### src/rtl/rc4_pkg.sv
// rc4_pkg: shared types and constants for the RC4 PRGA decryptor.
//   - Memory geometry (byte width, S RAM and message address widths)
//   - state_e: encoded FSM state. The order is meaningful: every state from
//     ST_WAIT_ACCESS through ST_NEXT_K holds the memory requests.
//   - Plaintext character window used by the optional key validity check
//     (macro RC4_VALID_CHECK_EN, see rc4_prga_fsm.sv).
package rc4_pkg;

  localparam int DATA_WIDTH     = 8;
  localparam int S_ADDR_WIDTH   = 8;
  localparam int MSG_ADDR_WIDTH = 5;
  localparam int MSG_LEN        = 32;

  localparam logic [7:0] CHAR_LO    = 8'h61;  // 'a'
  localparam logic [7:0] CHAR_HI    = 8'h7A;  // 'z'
  localparam logic [7:0] CHAR_SPACE = 8'h20;  // ' '

  typedef enum logic [3:0] {
    ST_IDLE        = 4'd0,
    ST_WAIT_ACCESS = 4'd1,
    ST_INIT        = 4'd2,
    ST_INC_I       = 4'd3,
    ST_READ_SI     = 4'd4,
    ST_LATCH_SI    = 4'd5,
    ST_READ_SJ     = 4'd6,
    ST_LATCH_SJ    = 4'd7,
    ST_WRITE_SI    = 4'd8,
    ST_WRITE_SJ    = 4'd9,
    ST_READ_F      = 4'd10,
    ST_LATCH_F     = 4'd11,
    ST_WRITE_DEC   = 4'd12,
    ST_NEXT_K      = 4'd13,
    ST_DONE        = 4'd14,
    ST_FAIL        = 4'd15
  } state_e;

  // Memory requests are held from WAIT_ACCESS through NEXT_K.
  function automatic logic holds_request(input state_e st);
    return (st >= ST_WAIT_ACCESS) && (st <= ST_NEXT_K);
  endfunction

  function automatic logic is_finished(input state_e st);
    return (st == ST_DONE) || (st == ST_FAIL);
  endfunction

  // Lower-case letter or space: anything else means the key was wrong.
  function automatic logic is_plain_char(input logic [7:0] b);
    return ((b >= CHAR_LO) && (b <= CHAR_HI)) || (b == CHAR_SPACE);
  endfunction

endpackage

### src/rtl/rc4_prga_fsm_if.sv
// rc4_prga_fsm_if: start/finish handshake, arbitration and memory ports of
// the RC4 decryptor.
//   master: the decryptor (drives requests, addresses, write data/enables)
//   slave : controller, arbiter and memories
//
// Handshake semantics:
//   start/finish - start is level-sampled only while the decryptor is idle;
//     finish rises when the message is done (or the key is rejected) and stays
//     high until reset. key_invalid qualifies finish as a rejection.
//   request/grant - a request rises when the decryptor wants a memory and
//     stays high until the job ends; the arbiter raises the grant and holds it
//     for as long as the request is high. Grants are only looked at before
//     the first access, so they must not drop mid-job.
//   Memories have one cycle read latency: an address presented in cycle N
//   shows up on *_q during cycle N+1. The encrypted ROM needs no grant.
interface rc4_prga_fsm_if;

  logic                                 start;
  logic                                 finish;
  logic                                 key_invalid;
  logic                                 access_s_request;
  logic                                 access_s_granted;
  logic                                 access_dec_request;
  logic                                 access_dec_granted;
  logic [rc4_pkg::S_ADDR_WIDTH-1:0]     s_addr;
  logic [rc4_pkg::DATA_WIDTH-1:0]       s_data;
  logic                                 s_wren;
  logic [rc4_pkg::DATA_WIDTH-1:0]       s_q;
  logic [rc4_pkg::MSG_ADDR_WIDTH-1:0]   enc_addr;
  logic [rc4_pkg::DATA_WIDTH-1:0]       enc_q;
  logic [rc4_pkg::MSG_ADDR_WIDTH-1:0]   dec_addr;
  logic [rc4_pkg::DATA_WIDTH-1:0]       dec_data;
  logic                                 dec_wren;

  modport master (
    input  start, access_s_granted, access_dec_granted, s_q, enc_q,
    output finish, key_invalid, access_s_request, access_dec_request,
           s_addr, s_data, s_wren, enc_addr, dec_addr, dec_data, dec_wren
  );

  modport slave (
    output start, access_s_granted, access_dec_granted, s_q, enc_q,
    input  finish, key_invalid, access_s_request, access_dec_request,
           s_addr, s_data, s_wren, enc_addr, dec_addr, dec_data, dec_wren
  );

endinterface

### src/rtl/rc4_prga_fsm_comb_logic.sv
// rc4_prga_fsm_comb_logic: next-state logic of the RC4 PRGA sequencer.
//   state_i        : current state
//   start_i        : start level (only meaningful in IDLE)
//   s_granted_i    : S RAM grant
//   dec_granted_i  : decrypted RAM grant
//   k_i            : current message index
//   dec_valid_i    : current plaintext byte accepted (always 1 without the
//                    validity check)
//   state_d_o      : next state
module rc4_prga_fsm_comb_logic
  import rc4_pkg::*;
(
  input  state_e                    state_i,
  input  logic                      start_i,
  input  logic                      s_granted_i,
  input  logic                      dec_granted_i,
  input  logic [MSG_ADDR_WIDTH-1:0] k_i,
  input  logic                      dec_valid_i,
  output state_e                    state_d_o
);

  always_comb begin
    state_d_o = state_i;
    unique case (state_i)
      ST_IDLE:        if (start_i) state_d_o = ST_WAIT_ACCESS;
      ST_WAIT_ACCESS: if (s_granted_i && dec_granted_i) state_d_o = ST_INIT;
      ST_INIT:        state_d_o = ST_INC_I;
      ST_INC_I:       state_d_o = ST_READ_SI;
      ST_READ_SI:     state_d_o = ST_LATCH_SI;
      ST_LATCH_SI:    state_d_o = ST_READ_SJ;
      ST_READ_SJ:     state_d_o = ST_LATCH_SJ;
      ST_LATCH_SJ:    state_d_o = ST_WRITE_SI;
      ST_WRITE_SI:    state_d_o = ST_WRITE_SJ;
      ST_WRITE_SJ:    state_d_o = ST_READ_F;
      ST_READ_F:      state_d_o = ST_LATCH_F;
      ST_LATCH_F:     state_d_o = ST_WRITE_DEC;
      ST_WRITE_DEC:   state_d_o = dec_valid_i ? ST_NEXT_K : ST_FAIL;
      ST_NEXT_K:      state_d_o = (k_i == MSG_ADDR_WIDTH'(MSG_LEN - 1)) ? ST_DONE : ST_INC_I;
      // Terminal until reset; a new start is ignored here.
      ST_DONE,
      ST_FAIL:        state_d_o = state_i;
      default:        state_d_o = ST_IDLE;
    endcase
  end

endmodule

### src/rtl/vdff.sv
// vdff: enabled D flip-flop bank with synchronous active-high reset to 0.
//   clk, reset : clock / synchronous reset
//   en_i       : load enable
//   d_i, q_o   : data in / registered data out
module vdff #(
  parameter int WIDTH = 8
) (
  input  logic             clk,
  input  logic             reset,
  input  logic             en_i,
  input  logic [WIDTH-1:0] d_i,
  output logic [WIDTH-1:0] q_o
);

  always_ff @(posedge clk) begin
    if (reset) begin
      q_o <= '0;
    end else if (en_i) begin
      q_o <= d_i;
    end
  end

endmodule

### src/rtl/rc4_prga_fsm.sv
// rc4_prga_fsm: RC4 pseudo-random generation loop over a 32-byte encrypted
// message. Starting from the permuted S array already in the S RAM, each byte
// takes 11 cycles: step i, read/latch S[i] (and advance j), read/latch S[j],
// swap them, read S[si+sj] with the encrypted byte, write f^ek to the
// decrypted RAM, advance k.
//   clk, reset : clock, synchronous active-high reset
//   bus        : rc4_prga_fsm_if master (start/finish, request/grant, memories)
//   state_o    : current FSM state, for observation
// Optional feature, macro RC4_VALID_CHECK_EN: every plaintext byte must be a
// lower-case letter or space; the first byte that is not is not written and
// the FSM stops in FAIL with finish and key_invalid high. Without the macro
// all 32 bytes are written and key_invalid is constant 0.
module rc4_prga_fsm
  import rc4_pkg::*;
(
  input  logic                 clk,
  input  logic                 reset,
  rc4_prga_fsm_if.master       bus,
  output state_e               state_o
);

  state_e state_q, state_d;
  logic   req_q, finish_q;

  logic [DATA_WIDTH-1:0]     i_q, j_q, si_q, sj_q, f_q, ek_q;
  logic [DATA_WIDTH-1:0]     i_d, j_d;
  logic [MSG_ADDR_WIDTH-1:0] k_q, k_d;
  logic                      i_en, j_en, k_en;
  logic [DATA_WIDTH-1:0]     dec_byte;
  logic                      dec_valid;

  assign dec_byte = f_q ^ ek_q;

`ifdef RC4_VALID_CHECK_EN
  logic key_invalid_q;
  assign dec_valid       = is_plain_char(dec_byte);
  assign bus.key_invalid = key_invalid_q;
`else
  assign dec_valid       = 1'b1;
  assign bus.key_invalid = 1'b0;
`endif

  rc4_prga_fsm_comb_logic u_next (
    .state_i       (state_q),
    .start_i       (bus.start),
    .s_granted_i   (bus.access_s_granted),
    .dec_granted_i (bus.access_dec_granted),
    .k_i           (k_q),
    .dec_valid_i   (dec_valid),
    .state_d_o     (state_d)
  );

  // State plus the state-derived handshake flags, registered from the next
  // state so they line up with the state they belong to.
  always_ff @(posedge clk) begin
    if (reset) begin
      state_q       <= ST_IDLE;
      req_q         <= 1'b0;
      finish_q      <= 1'b0;
`ifdef RC4_VALID_CHECK_EN
      key_invalid_q <= 1'b0;
`endif
    end else begin
      state_q       <= state_d;
      req_q         <= holds_request(state_d);
      finish_q      <= is_finished(state_d);
`ifdef RC4_VALID_CHECK_EN
      key_invalid_q <= (state_d == ST_FAIL);
`endif
    end
  end

  assign state_o                = state_q;
  assign bus.finish             = finish_q;
  assign bus.access_s_request   = req_q;
  assign bus.access_dec_request = req_q;

  // Index registers: cleared in INIT, stepped in their own loop states.
  assign i_en = (state_q == ST_INIT) || (state_q == ST_INC_I);
  assign i_d  = (state_q == ST_INIT) ? '0 : i_q + 8'd1;
  assign j_en = (state_q == ST_INIT) || (state_q == ST_LATCH_SI);
  assign j_d  = (state_q == ST_INIT) ? '0 : j_q + bus.s_q;
  // k stays at 31 once the last byte is out.
  assign k_en = (state_q == ST_INIT) ||
                ((state_q == ST_NEXT_K) && (k_q != MSG_ADDR_WIDTH'(MSG_LEN - 1)));
  assign k_d  = (state_q == ST_INIT) ? '0 : k_q + 5'd1;

  vdff #(.WIDTH(DATA_WIDTH)) u_i (
    .clk(clk), .reset(reset), .en_i(i_en), .d_i(i_d), .q_o(i_q));
  vdff #(.WIDTH(DATA_WIDTH)) u_j (
    .clk(clk), .reset(reset), .en_i(j_en), .d_i(j_d), .q_o(j_q));
  vdff #(.WIDTH(DATA_WIDTH)) u_si (
    .clk(clk), .reset(reset), .en_i(state_q == ST_LATCH_SI), .d_i(bus.s_q), .q_o(si_q));
  vdff #(.WIDTH(DATA_WIDTH)) u_sj (
    .clk(clk), .reset(reset), .en_i(state_q == ST_LATCH_SJ), .d_i(bus.s_q), .q_o(sj_q));
  vdff #(.WIDTH(DATA_WIDTH)) u_f (
    .clk(clk), .reset(reset), .en_i(state_q == ST_LATCH_F), .d_i(bus.s_q), .q_o(f_q));
  vdff #(.WIDTH(DATA_WIDTH)) u_ek (
    .clk(clk), .reset(reset), .en_i(state_q == ST_LATCH_F), .d_i(bus.enc_q), .q_o(ek_q));
  vdff #(.WIDTH(MSG_ADDR_WIDTH)) u_k (
    .clk(clk), .reset(reset), .en_i(k_en), .d_i(k_d), .q_o(k_q));

  // Memory port decode. Read addresses are held through the LATCH state that
  // captures the data. The f index uses the pre-swap si/sj, whose sum equals
  // the post-swap S[i]+S[j]. When i==j both swap writes hit one word with the
  // same value, so no special case is needed.
  always_comb begin
    bus.s_addr   = '0;
    bus.s_data   = '0;
    bus.s_wren   = 1'b0;
    bus.enc_addr = '0;
    bus.dec_addr = '0;
    bus.dec_data = '0;
    bus.dec_wren = 1'b0;
    unique case (state_q)
      ST_READ_SI, ST_LATCH_SI: bus.s_addr = i_q;
      ST_READ_SJ, ST_LATCH_SJ: bus.s_addr = j_q;
      ST_WRITE_SI: begin
        bus.s_addr = i_q;
        bus.s_data = sj_q;
        bus.s_wren = 1'b1;
      end
      ST_WRITE_SJ: begin
        bus.s_addr = j_q;
        bus.s_data = si_q;
        bus.s_wren = 1'b1;
      end
      ST_READ_F, ST_LATCH_F: begin
        bus.s_addr   = si_q + sj_q;
        bus.enc_addr = k_q;
      end
      ST_WRITE_DEC: begin
        bus.dec_addr = k_q;
        bus.dec_data = dec_byte;
        bus.dec_wren = dec_valid;
      end
      default: ;
    endcase
  end

endmodule

### src/flat_wrapper.sv
// flat-port wrapper written by rule: the top's interface ports become plain ports
module rc4_prga_fsm_flat import rc4_pkg::*;
  (clk, reset, state_o, bus_start, bus_access_s_granted, bus_access_dec_granted, bus_s_q, bus_enc_q, bus_finish, bus_key_invalid, bus_access_s_request, bus_access_dec_request, bus_s_addr, bus_s_data, bus_s_wren, bus_enc_addr, bus_dec_addr, bus_dec_data, bus_dec_wren);
  rc4_prga_fsm_if bus_i ();
  input  logic clk;
  input  logic reset;
  output state_e state_o;
  input wire logic [$bits(bus_i.start)-1:0] bus_start;
  input wire logic [$bits(bus_i.access_s_granted)-1:0] bus_access_s_granted;
  input wire logic [$bits(bus_i.access_dec_granted)-1:0] bus_access_dec_granted;
  input wire logic [$bits(bus_i.s_q)-1:0] bus_s_q;
  input wire logic [$bits(bus_i.enc_q)-1:0] bus_enc_q;
  output wire logic [$bits(bus_i.finish)-1:0] bus_finish;
  output wire logic [$bits(bus_i.key_invalid)-1:0] bus_key_invalid;
  output wire logic [$bits(bus_i.access_s_request)-1:0] bus_access_s_request;
  output wire logic [$bits(bus_i.access_dec_request)-1:0] bus_access_dec_request;
  output wire logic [$bits(bus_i.s_addr)-1:0] bus_s_addr;
  output wire logic [$bits(bus_i.s_data)-1:0] bus_s_data;
  output wire logic [$bits(bus_i.s_wren)-1:0] bus_s_wren;
  output wire logic [$bits(bus_i.enc_addr)-1:0] bus_enc_addr;
  output wire logic [$bits(bus_i.dec_addr)-1:0] bus_dec_addr;
  output wire logic [$bits(bus_i.dec_data)-1:0] bus_dec_data;
  output wire logic [$bits(bus_i.dec_wren)-1:0] bus_dec_wren;
  assign bus_i.start = bus_start;
  assign bus_i.access_s_granted = bus_access_s_granted;
  assign bus_i.access_dec_granted = bus_access_dec_granted;
  assign bus_i.s_q = bus_s_q;
  assign bus_i.enc_q = bus_enc_q;
  assign bus_finish = bus_i.finish;
  assign bus_key_invalid = bus_i.key_invalid;
  assign bus_access_s_request = bus_i.access_s_request;
  assign bus_access_dec_request = bus_i.access_dec_request;
  assign bus_s_addr = bus_i.s_addr;
  assign bus_s_data = bus_i.s_data;
  assign bus_s_wren = bus_i.s_wren;
  assign bus_enc_addr = bus_i.enc_addr;
  assign bus_dec_addr = bus_i.dec_addr;
  assign bus_dec_data = bus_i.dec_data;
  assign bus_dec_wren = bus_i.dec_wren;
  rc4_prga_fsm u_core (.clk(clk), .reset(reset), .bus(bus_i), .state_o(state_o));
endmodule
### config.mk
export PLATFORM = sky130hd
export DESIGN_NAME = rc4_prga_fsm_flat
export DESIGN_NICKNAME = d
export VERILOG_FILES = /design/src/rtl/rc4_pkg.sv /design/src/rtl/rc4_prga_fsm_if.sv /design/src/rtl/rc4_prga_fsm_comb_logic.sv /design/src/rtl/vdff.sv /design/src/rtl/rc4_prga_fsm.sv /design/src/flat_wrapper.sv
export SDC_FILE = /design/constraint.sdc
export NUM_CORES = 1
export LEC_CHECK = 0
export ABC_CLOCK_PERIOD_IN_PS = 6500
export CORE_AREA = 2 2 90 92
export DETAILED_ROUTE_END_ITERATION = 8
export DIE_AREA = 0 0 92 94
export GPL_TIMING_DRIVEN = 0
export PLACE_DENSITY = 0.7
export RECOVER_POWER = 50
export SETUP_SLACK_MARGIN = 0.5
export SYNTH_ARGS = -nofsm -noshare
export SYNTH_HDL_FRONTEND = slang
export SYNTH_SLANG_ARGS = --single-unit
### constraint.sdc
create_clock -name clk -period 6.5 [get_ports clk]
set_clock_uncertainty 0.1 [all_clocks]
set_input_delay 1.3 -clock clk [delete_from_list [all_inputs] [get_ports clk]]
set_output_delay 1.3 -clock clk [all_outputs]
set_load 0.005 [all_outputs]
Word level (Yosys, flattened, before mapping)
Cells that the tools add are included.
W data, S select, Z words.
{"block": "word_totals", "reg_bits": 59, "input_bits": 21, "wordCells": 63}
{"block": "classes", "addsub": 4, "n_lt_le_gt_ge": 2, "n_eq_ne": 19, "mux": 14, "bitwise": 1, "n_reduce_logical": 13}
{"operator": "$pmux W4 S15", "n": 1}
{"operator": "$eq A4 B4 Y1 const B", "n": 10}
{"operator": "$mux W8", "n": 3}
{"operator": "$pmux W8 S3", "n": 1}
{"operator": "$add A8 B8 Y8", "n": 2}
{"operator": "$eq A4 B3 Y1 const B", "n": 4}
{"operator": "$pmux W8 S2", "n": 1}
{"operator": "$mux W5", "n": 3}
{"operator": "$mux W4", "n": 3}
{"operator": "$add A8 B1 Y8 const B", "n": 1}
{"operator": "$eq A4 B2 Y1 const B", "n": 2}
{"operator": "$xor A8 B8 Y8", "n": 1}
{"operator": "$reduce_or A2 Y1", "n": 3}
{"operator": "$reduce_or A3 Y1", "n": 2}
{"operator": "$add A5 B1 Y5 const B", "n": 1}
{"operator": "$eq A5 B5 Y1 const B", "n": 1}
{"operator": "$ne A5 B5 Y1 const B", "n": 1}
{"operator": "$eq A4 B1 Y1 const B", "n": 1}
{"operator": "$ge A4 B1 Y1 const B", "n": 1}
{"operator": "$le A4 B4 Y1 const B", "n": 1}
{"operator": "$logic_not A4 Y1", "n": 1}
{"operator": "$logic_or A1 B1 Y1", "n": 4}
{"operator": "$logic_and A1 B1 Y1", "n": 3}
{"operator": "$mux W1", "n": 2}

Longest topological paths before layout
Gate-level depths: netlist (run 1).
{"block": "logic_depth", "word_depth": 5, "ltp_mapped": 8}

By module
From an unflattened synthesis (run 1), not the netlist that was laid out.
{"block": "hier_totals", "cells_unflattened": 418, "area_unflattened_um2": 3688.5}
{"module": "vdff (u_core.u_ek ...)", "instances": 6, "cells_each": 26, "area_each_um2": 285.3, "seq_area_each_um2": 160.2}
{"module": "rc4_prga_fsm", "instances": 1, "cells_each": 220, "area_each_um2": 1629.1, "seq_area_each_um2": 120.1}
{"module": "vdff (u_core.u_k)", "instances": 1, "cells_each": 16, "area_each_um2": 180.2, "seq_area_each_um2": 100.1}
{"module": "rc4_prga_fsm_comb_logic", "instances": 1, "cells_each": 26, "area_each_um2": 167.7, "seq_area_each_um2": 0.0}

Least setup slack after synthesis (run 1)
No wires, ideal clock.
{"block": "synth_path", "kind": "register to output", "start": "reg u_core.u_sj.q_o[1]", "end": "out bus_s_addr[7]", "arrival_ns": 1.727, "required_time_ns": 5.100, "slack_ns": 3.373, "stages_incl_launch_ff": 7, "n_path_buf": 0, "cell_sequence": "dfxtp_1 -> ha_1 -> a211o_1 -> a2111oi_0 -> o21bai_1 -> xnor2_1 -> o211ai_1"}
{"block": "synth_between", "elab_chain_cells": 2}
{"element": "from (decl)", "line": "vdff.sv:12", "source": "output logic [WIDTH-1:0] q_o"}
{"element": "from (signal assigned)", "line": "vdff.sv:19", "source": "q_o <= d_i;"}
{"element": "$add A8 B8 Y8", "line": "rc4_prga_fsm.sv:129", "source": "bus.s_addr = si_q + sj_q;"}
{"element": "$pmux W8 S3", "line": "rc4_prga_fsm.sv:115", "source": "unique case (state_q)"}
{"element": "to (decl)", "line": "flat_wrapper.sv:17", "source": "output wire logic [$bits(bus_i.s_addr)-1:0] bus_s_addr;"}
Every way passes these cells.

Final worst setup path (run 1)
{"block": "layout_path", "start": "reg u_core.u_si.q_o[1]", "end": "out bus_s_addr[7]"}
{"block": "layout_between", "elab_chain_cells": 2}
{"element": "from (decl)", "line": "vdff.sv:12"}
{"element": "from (signal assigned)", "line": "vdff.sv:19"}
{"element": "$add A8 B8 Y8", "line": "rc4_prga_fsm.sv:129"}
{"element": "$pmux W8 S3", "line": "rc4_prga_fsm.sv:115"}
Every way passes these cells.

==> key figures, run 1 <==
Outcome
  • Status: complete, no violations

Yosys
  • Register area share after synthesis: 35.0%
  • Primary FF master, synth: dfxtp_1
  • Synth cell types: 52
  • Cell area after synthesis: 3380 sq um
  • Syn avg cell area: 7.83 sq um
  • Adder-cell share of the synthesized area: 7.49%
  • Number of synthesized flops with an enable pin: 0
  • Synth Area in Simple Gates: 24.5%
  • Synth Area in Compound Gates: 18.9%
  • Post-synthesis cell count: 431
  • Synth Area in XOR/XNOR: 5.97%
  • FF+latch count, synth: 59
  • Largest family of logic cells by synthesized area: simple AND/OR/NAND/NOR gates
  • Synth Net Count: 471
  • Post-synth ARST share: 0%
  • Ys Warns: 0
  • Mux cell area share after synthesis: 3.26%

Timing
  • Fin crit period: 4300 ps
  • Fmax: 232 MHz
  • Slew Limit Fails: 0
  • Min setup slack post-route: 2200 ps
  • Final setup viols: 0
  • Setup TNS: 0 ps
  • Final hold violation count: 0
  • Unrepaired setup endpoints after global routing: no
  • Worst Max-Slew Pin Slew: 616 ps
  • Final critical-path share of the clock period: 66.2%
  • Relative slew slack: 58.8%

Hold path
  • Worst Min Path Start: u_core.u_f.q_o[4]$_SDFFE_PP0P_
  • Worst Hold Class: reg -> reg
  • Hold endpoint: u_core.u_f.q_o[4]$_SDFFE_PP0P_
  • Worst Hold Depth: 2

Final layout
  • Flip-flop and latch area: 1180 sq um
  • Commonest non-fill, non-tap cell in the layout: nand2_1
  • Final #Nets: 545
  • Most frequent cells in the layout: nand2_1, dfxtp_1, clkdlybuf4s50_1, a21oi_1, nor2_1
  • Area taken by multi-input logic gates: 2030 sq um
  • Antenna cells: 0
  • Area delta synth->final: 29.5%
  • Ratio of cells with drive above 1 in the final layout: 6.67%
  • # fillers: 729

Route
  • Via count: 3344
  • Avg WL per Cell: 15.4 um
  • DR iter-0 viols: 229
  • Via density: 5.46
  • Final WL: 9440 um
  • ANT nets after route: 0
  • Drc violations: 0
  • DRT Pass-1 Iters: 5

Setup path
  • Max Fanout on Critical Path: 4
  • Kind of cell adding the most delay to the critical path: compound AO/OA/AOI/OAI gates
  • Critical-path top delay cell: clkdlybuf4s50_1
  • Crit path cell chain: ha_1 > a211o_1 > a2111oi_0 > o21bai_1 > xnor2_1 > o211ai_1 > clkdlybuf4s50_1
  • Critical Path Max Stage Delay: 530 ps
  • WP data arrival: 2900 ps
  • CP Class: reg -> out
  • Reg2Reg Setup Slack: 4310 ps
  • Worst setup SP type: register
  • Worst r2r dst: u_core.u_i.q_o[0]$_SDFFE_PP0P_
  • Reg2reg path depth: 5
  • Crit end category: primary output
  • Critical path data required time: 5100 ps
  • WP buf/inv: 1
  • RR Startpoint: u_core.state_o[1]$_SDFF_PP0_

Floorplan
  • Chip width: 92 um
  • Rows: 32
  • Total core area: 7610 sq um
  • Num ports: 65
  • Die Area: 8650 sq um
  • Initial core utilization: 44.4%
  • Die height: 94 um

Clock tree
  • Resized Gates After CTS: 0
  • Hold Buf Count CTS: 0
  • Clock tree root driver cell: clkbuf_8
  • CTS tree: built
  • Post-CTS setup buffer count: 0
  • Num CTS Buffers: 9
  • Clock transition at path regs: 70 ps
  • Worst-Skew Late Latency: 350 ps
  • Max Buffers Root-to-Sink: 2
  • H-tree Lvls: 3
  • Clk sinks: 59

Global route
  • First-pass GRT wire length: 15000 um
  • GRT overflow: 0
  • Vias in the first global route: 3039
  • Tot GR Track Use: 22.4%
  • Initial antenna violation count: 0
  • Largest net degree at the start of global routing: 11

Power and ir drop
  • Leakage Power: 0.00162 uW
  • Power per cell area: 203 nW/um^2
  • Worst VDD drop: 0.000117 V
  • Total Power: 887 uW

Job
  • Max-cap violations: 0

Placement
  • Port buffer count: 63
  • Dpl ws: 2570 ps
  • DP HPWL: 7080 um
  • RD Place Congestion: 0.924
## how the worst max path moves through the flow
stage | from | endpoint | slack (ps) | cells past startpoint
finish | u_core.u_si.q_o[1]$_SDFFE_PP0P_ | bus_s_addr[7] | 2200 | 7
detailed placement | u_core.u_si.q_o[1]$_SDFFE_PP0P_ | bus_s_addr[7] | 2570 | 7
CTS | u_core.u_si.q_o[1]$_SDFFE_PP0P_ | bus_s_addr[7] | 2190 | 7
floorplan | u_core.u_sj.q_o[1]$_SDFFE_PP0P_ | bus_s_addr[7] | 3370 | 6
global route | u_core.u_si.q_o[1]$_SDFFE_PP0P_ | bus_s_addr[7] | 2070 | 7
global placement | u_core.u_si.q_o[1]$_SDFFE_PP0P_ | bus_s_addr[7] | 2630 | 7
## flip-flops by register name, indices dropped and copies added (netlist names)
name	cells
u_core.bus.access_dec_request	1
u_core.u_si.q_o	8
u_core.state_o	4
u_core.bus.finish	1
u_core.u_f.q_o	8
u_core.u_k.q_o	5
u_core.u_j.q_o	8
u_core.u_ek.q_o	8
u_core.u_sj.q_o	8
u_core.u_i.q_o	8
## cells by family after synthesis
family / Yosys count
buffers and inverters: 36
AOI/OAI and AO/OA: 104
DFF: 59
muxes: 11
other: 1
and+or+nand+nor: 178
adders and majority gates: 19
xor gates and xnor gates: 23
## report_power, final
part | leakage, uW | switching [uW] | internal [uW]
Sequential | 0.000476 | 5.65 | 367
Combinational | 0.00103 | 56.3 | 39.8
Clock | 0.000117 | 153 | 266
Total | 0.00162 | 215 | 672
## layout make-up
| type | instances | share of cell area [%] |
|---|---|---|
| buffer | 25 | 2.72 |
| clock buffer | 12 | 3.32 |
| clock inverter | 4 | 2.23 |
| inverter | 11 | 0.944 |
| multi-input combinational | 336 | 46.4 |
| sequential | 59 | 27.0 |
| tap | 102 | 2.92 |
| timing repair buffer | 63 | 14.4 |
## cell usage after synthesis, drive strengths merged, types with 8 or more instances
master	n	area, sq um
xnor2	15	131
xor2	8	70.1
inv	11	41.3
ha	17	213
buf	15	82.6
nand2	86	325
mux2i	11	110
clkbuf	10	37.5
o21ai	13	65.1
and3	8	50.1
nor2	40	153
a21oi	53	265
dfxtp	59	1180
## metal layers
metal	share of wire (%)	global-route usage (%)	wire length, um
met5	0	0	0
met4	2.4	9.95	231
met3	5.6	4.01	525
met2	48	36.7	4520
met1	44	28.8	4160
## per-stage QoR
stage                     hold slack, ps  utilization, %  std cells  cell area [sq um]
final                                370            57.5        612               4370
after CTS                            373            57.5        612               4380
after global placement               354            54.3        596               4130
after global routing                 385            57.5        612               4370
after detailed placement             361            54.3        596               4130
after floorplan                      348               -        431               3380
## worst reg2reg max path: stages (launching register included)
cell      delay, ps
dfxtp_1         420
or3b_1          350
buf_2           170
o21bai_1        510
clkbuf_1        410
nor2_1          110
Note: power is estimated with default switching activity, not from simulation.
==> inputs of run 2 (changes only) <==
Settings changed: ABC_CLOCK_PERIOD_IN_PS 6500 to 3500, PLACE_DENSITY 0.7 to 0.72.
Clock period 6.5 ns to 3.5 ns, I/O delays scaled along.
==> run 2 against run 1 <==
Critical path depth unchanged; count of clock-buffer cells in the layout is 1 lower; flip-flop and latch count is the same; worst hold slack got worse by 0.60 ps; cell area increased by 3.8%; combinational power grew 100%; global-route usage is 1.8 points higher; critical endpoint unchanged; largest cell class unchanged; largest power group unchanged; highest routed layer unchanged.
==> key figures, run 2 (synthesis gave the netlist of run 1 again) <==
Setup path
  • Crit end category: primary output
  • Critical path data required time: 2700 ps
  • WP data arrival: 2280 ps
  • Critical-path top delay cell: dfxtp_4
  • CP Class: reg -> out
  • Max Fanout on Critical Path: 4
  • Kind of cell adding the most delay to the critical path: compound AO/OA/AOI/OAI gates
  • Worst setup SP type: register
  • Critical Path Max Stage Delay: 370 ps
  • Crit path cell chain: ha_4 > a211o_1 > a2111oi_4 > o21bai_1 > xnor2_1 > o211ai_1 > buf_2
  • WP buf/inv: 1

Global route
  • Largest net degree at the start of global routing: 11
  • Tot GR Track Use: 24.2%
  • Initial antenna violation count: 0
  • First-pass GRT wire length: 16300 um
  • GRT overflow: 0
  • Vias in the first global route: 3314

Timing
  • Fin crit period: 3080 ps
  • Relative slew slack: 57.4%
  • Slew Limit Fails: 0
  • Unrepaired setup endpoints after global routing: yes
  • Final hold violation count: 0
  • Final critical-path share of the clock period: 87.9%
  • Worst hold margin: 370 ps
  • Setup TNS: 0 ps
  • Worst Max-Slew Pin Slew: 639 ps
  • Final setup viols: 0
  • Fmax: 325 MHz

Floorplan
  • Num ports: 65
  • Rows: 32
  • Initial core utilization: 44.4%
  • Chip width: 92 um
  • Die Area: 8650 sq um
  • Total core area: 7610 sq um
  • Die height: 94 um

Placement
  • Placed Cells: 596
  • DP HPWL: 6920 um
  • RD Place Congestion: 0.908
  • Port buffer count: 63

Final layout
  • # fillers: 692
  • Non-filler cells, final: 616
  • Commonest non-fill, non-tap cell in the layout: nand2_1
  • Flip-flop and latch area: 1190 sq um
  • Area delta synth->final: 34.5%
  • Final #Nets: 549
  • Layout Utilization: 59.7%
  • Most frequent cells in the layout: nand2_1, dfxtp_1, a21oi_1, clkdlybuf4s50_1, nor2_1
  • Antenna cells: 0
  • Area taken by multi-input logic gates: 2140 sq um
  • Ratio of cells with drive above 1 in the final layout: 12.1%

Clock tree
  • Num CTS Buffers: 9
  • Hold Buf Count CTS: 0
  • Clock transition at path regs: 70 ps
  • CTS tree: built
  • Max Buffers Root-to-Sink: 2
  • Clock tree root driver cell: clkbuf_8
  • Worst-Skew Late Latency: 350 ps
  • H-tree Lvls: 3
  • Clk sinks: 59

Route
  • DR iter-0 viols: 208
  • DRT Pass-1 Iters: 6
  • DR WL met3: 569 um
  • DR WL met2: 4770 um
  • Via density: 5.48
  • Max layer used: met4
  • Via count: 3378
  • Final WL: 9910 um
  • Wl on met1: 4290 um
  • ANT nets after route: 0
  • Avg WL per Cell: 16.1 um
  • Drc violations: 0

Power and ir drop
  • Sw Pwr: 405 uW
  • Switch share: 24.5%
  • Sequential group share of total power: 41.7%
  • Clk network pwr share: 46.7%
  • P_int: 1250 uW
  • Comb pwr share: 11.6%
  • Power per cell area: 365 nW/um^2
  • Worst VDD drop: 0.000168 V
  • Leakage Power: 0.00169 uW

Job
  • Max-cap violations: 0

Hold path
  • Worst Hold Class: reg -> reg

Outcome
  • Status: complete, no violations
run 2: changes by cell type in the layout (fill, tap and decap cells not counted), moves of 5 or more:
cell	previous run	this run
buf_4	3	11
dfxtp_1	59	52
buf_2	11	5
clkdlybuf4s50_1	55	50
dfxtp_2	0	5
run 2: area by class of cell:
cell class | count | share of cell area [%]
plain buffers | 25 | 3.09
clock buffers | 11 | 3.11
clock inverters | 5 | 2.21
inverters | 11 | 0.910
multi-input cells | 336 | 47.2
flip-flops and latches | 59 | 26.3
well taps | 102 | 2.81
repair buffers | 67 | 14.3
run 2: path summary, 6_finish.rpt:
check / startpoint / end / slack [ps] / cells after the start
worst min-delay path: u_core.u_ek.q_o[0]$_SDFFE_PP0P_ / u_core.u_ek.q_o[0]$_SDFFE_PP0P_ / 370 / 2
worst max-delay path: u_core.u_sj.q_o[1]$_SDFFE_PP0P_ / bus_s_addr[7] / 420 / 7
worst max register to register: u_core.state_o[1]$_SDFF_PP0_ / u_core.u_k.q_o[3]$_SDFFE_PP0P_ / 1300 / 5
worst min register to register: u_core.u_ek.q_o[0]$_SDFFE_PP0P_ / u_core.u_ek.q_o[0]$_SDFFE_PP0P_ / 370 / 2
run 2: metrics by stage:
step	total power [uW]	worst slack, ps	cell area [sq um]
finish	1660	425	4540
global route	1710	240	4540
CTS	1660	375	4480
detailed placement	886	168	4130
global placement	884	160	4130
floorplan	809	973	3380
run 2: timing repair:
item                                   in CTS  in global routing
gates resized for setup                    38                 24
setup buffers                               1                  3
endpoints found under the hold margin       0                  0
pin swaps                                   8                  5
setup endpoints to repair                  22                 20
run 2: layer usage:
metal	track usage (%)	vias to the layer above
met4	11.8	0
met3	2.65	24
met2	41.6	136
met1	30.2	1576
li1	-	1642
met5	0	-
run 2: power by group through the flow:
stage               clock (uW)  sequential, uW  combinational, uW
floorplan                    0             704                106
global placement             0             706                178
detailed placement           0             706                180
CTS                        777             692                187
global route               811             691                208
finish                     773             691                192
run 2: worst reg2reg max path, cell delays in order, from the launching register on:
cell and delay [ps]:
dfxtp_1 400, or3b_1 360, clkbuf_1 200, o21bai_1 500, clkbuf_1 400, nor2_1 100
==> inputs of run 3 (changes only) <==
Settings changed: SLEW_MARGIN set to 20.
==> results of run 3 <==
Final layout, timing and power as in run 2 (identical DEF).
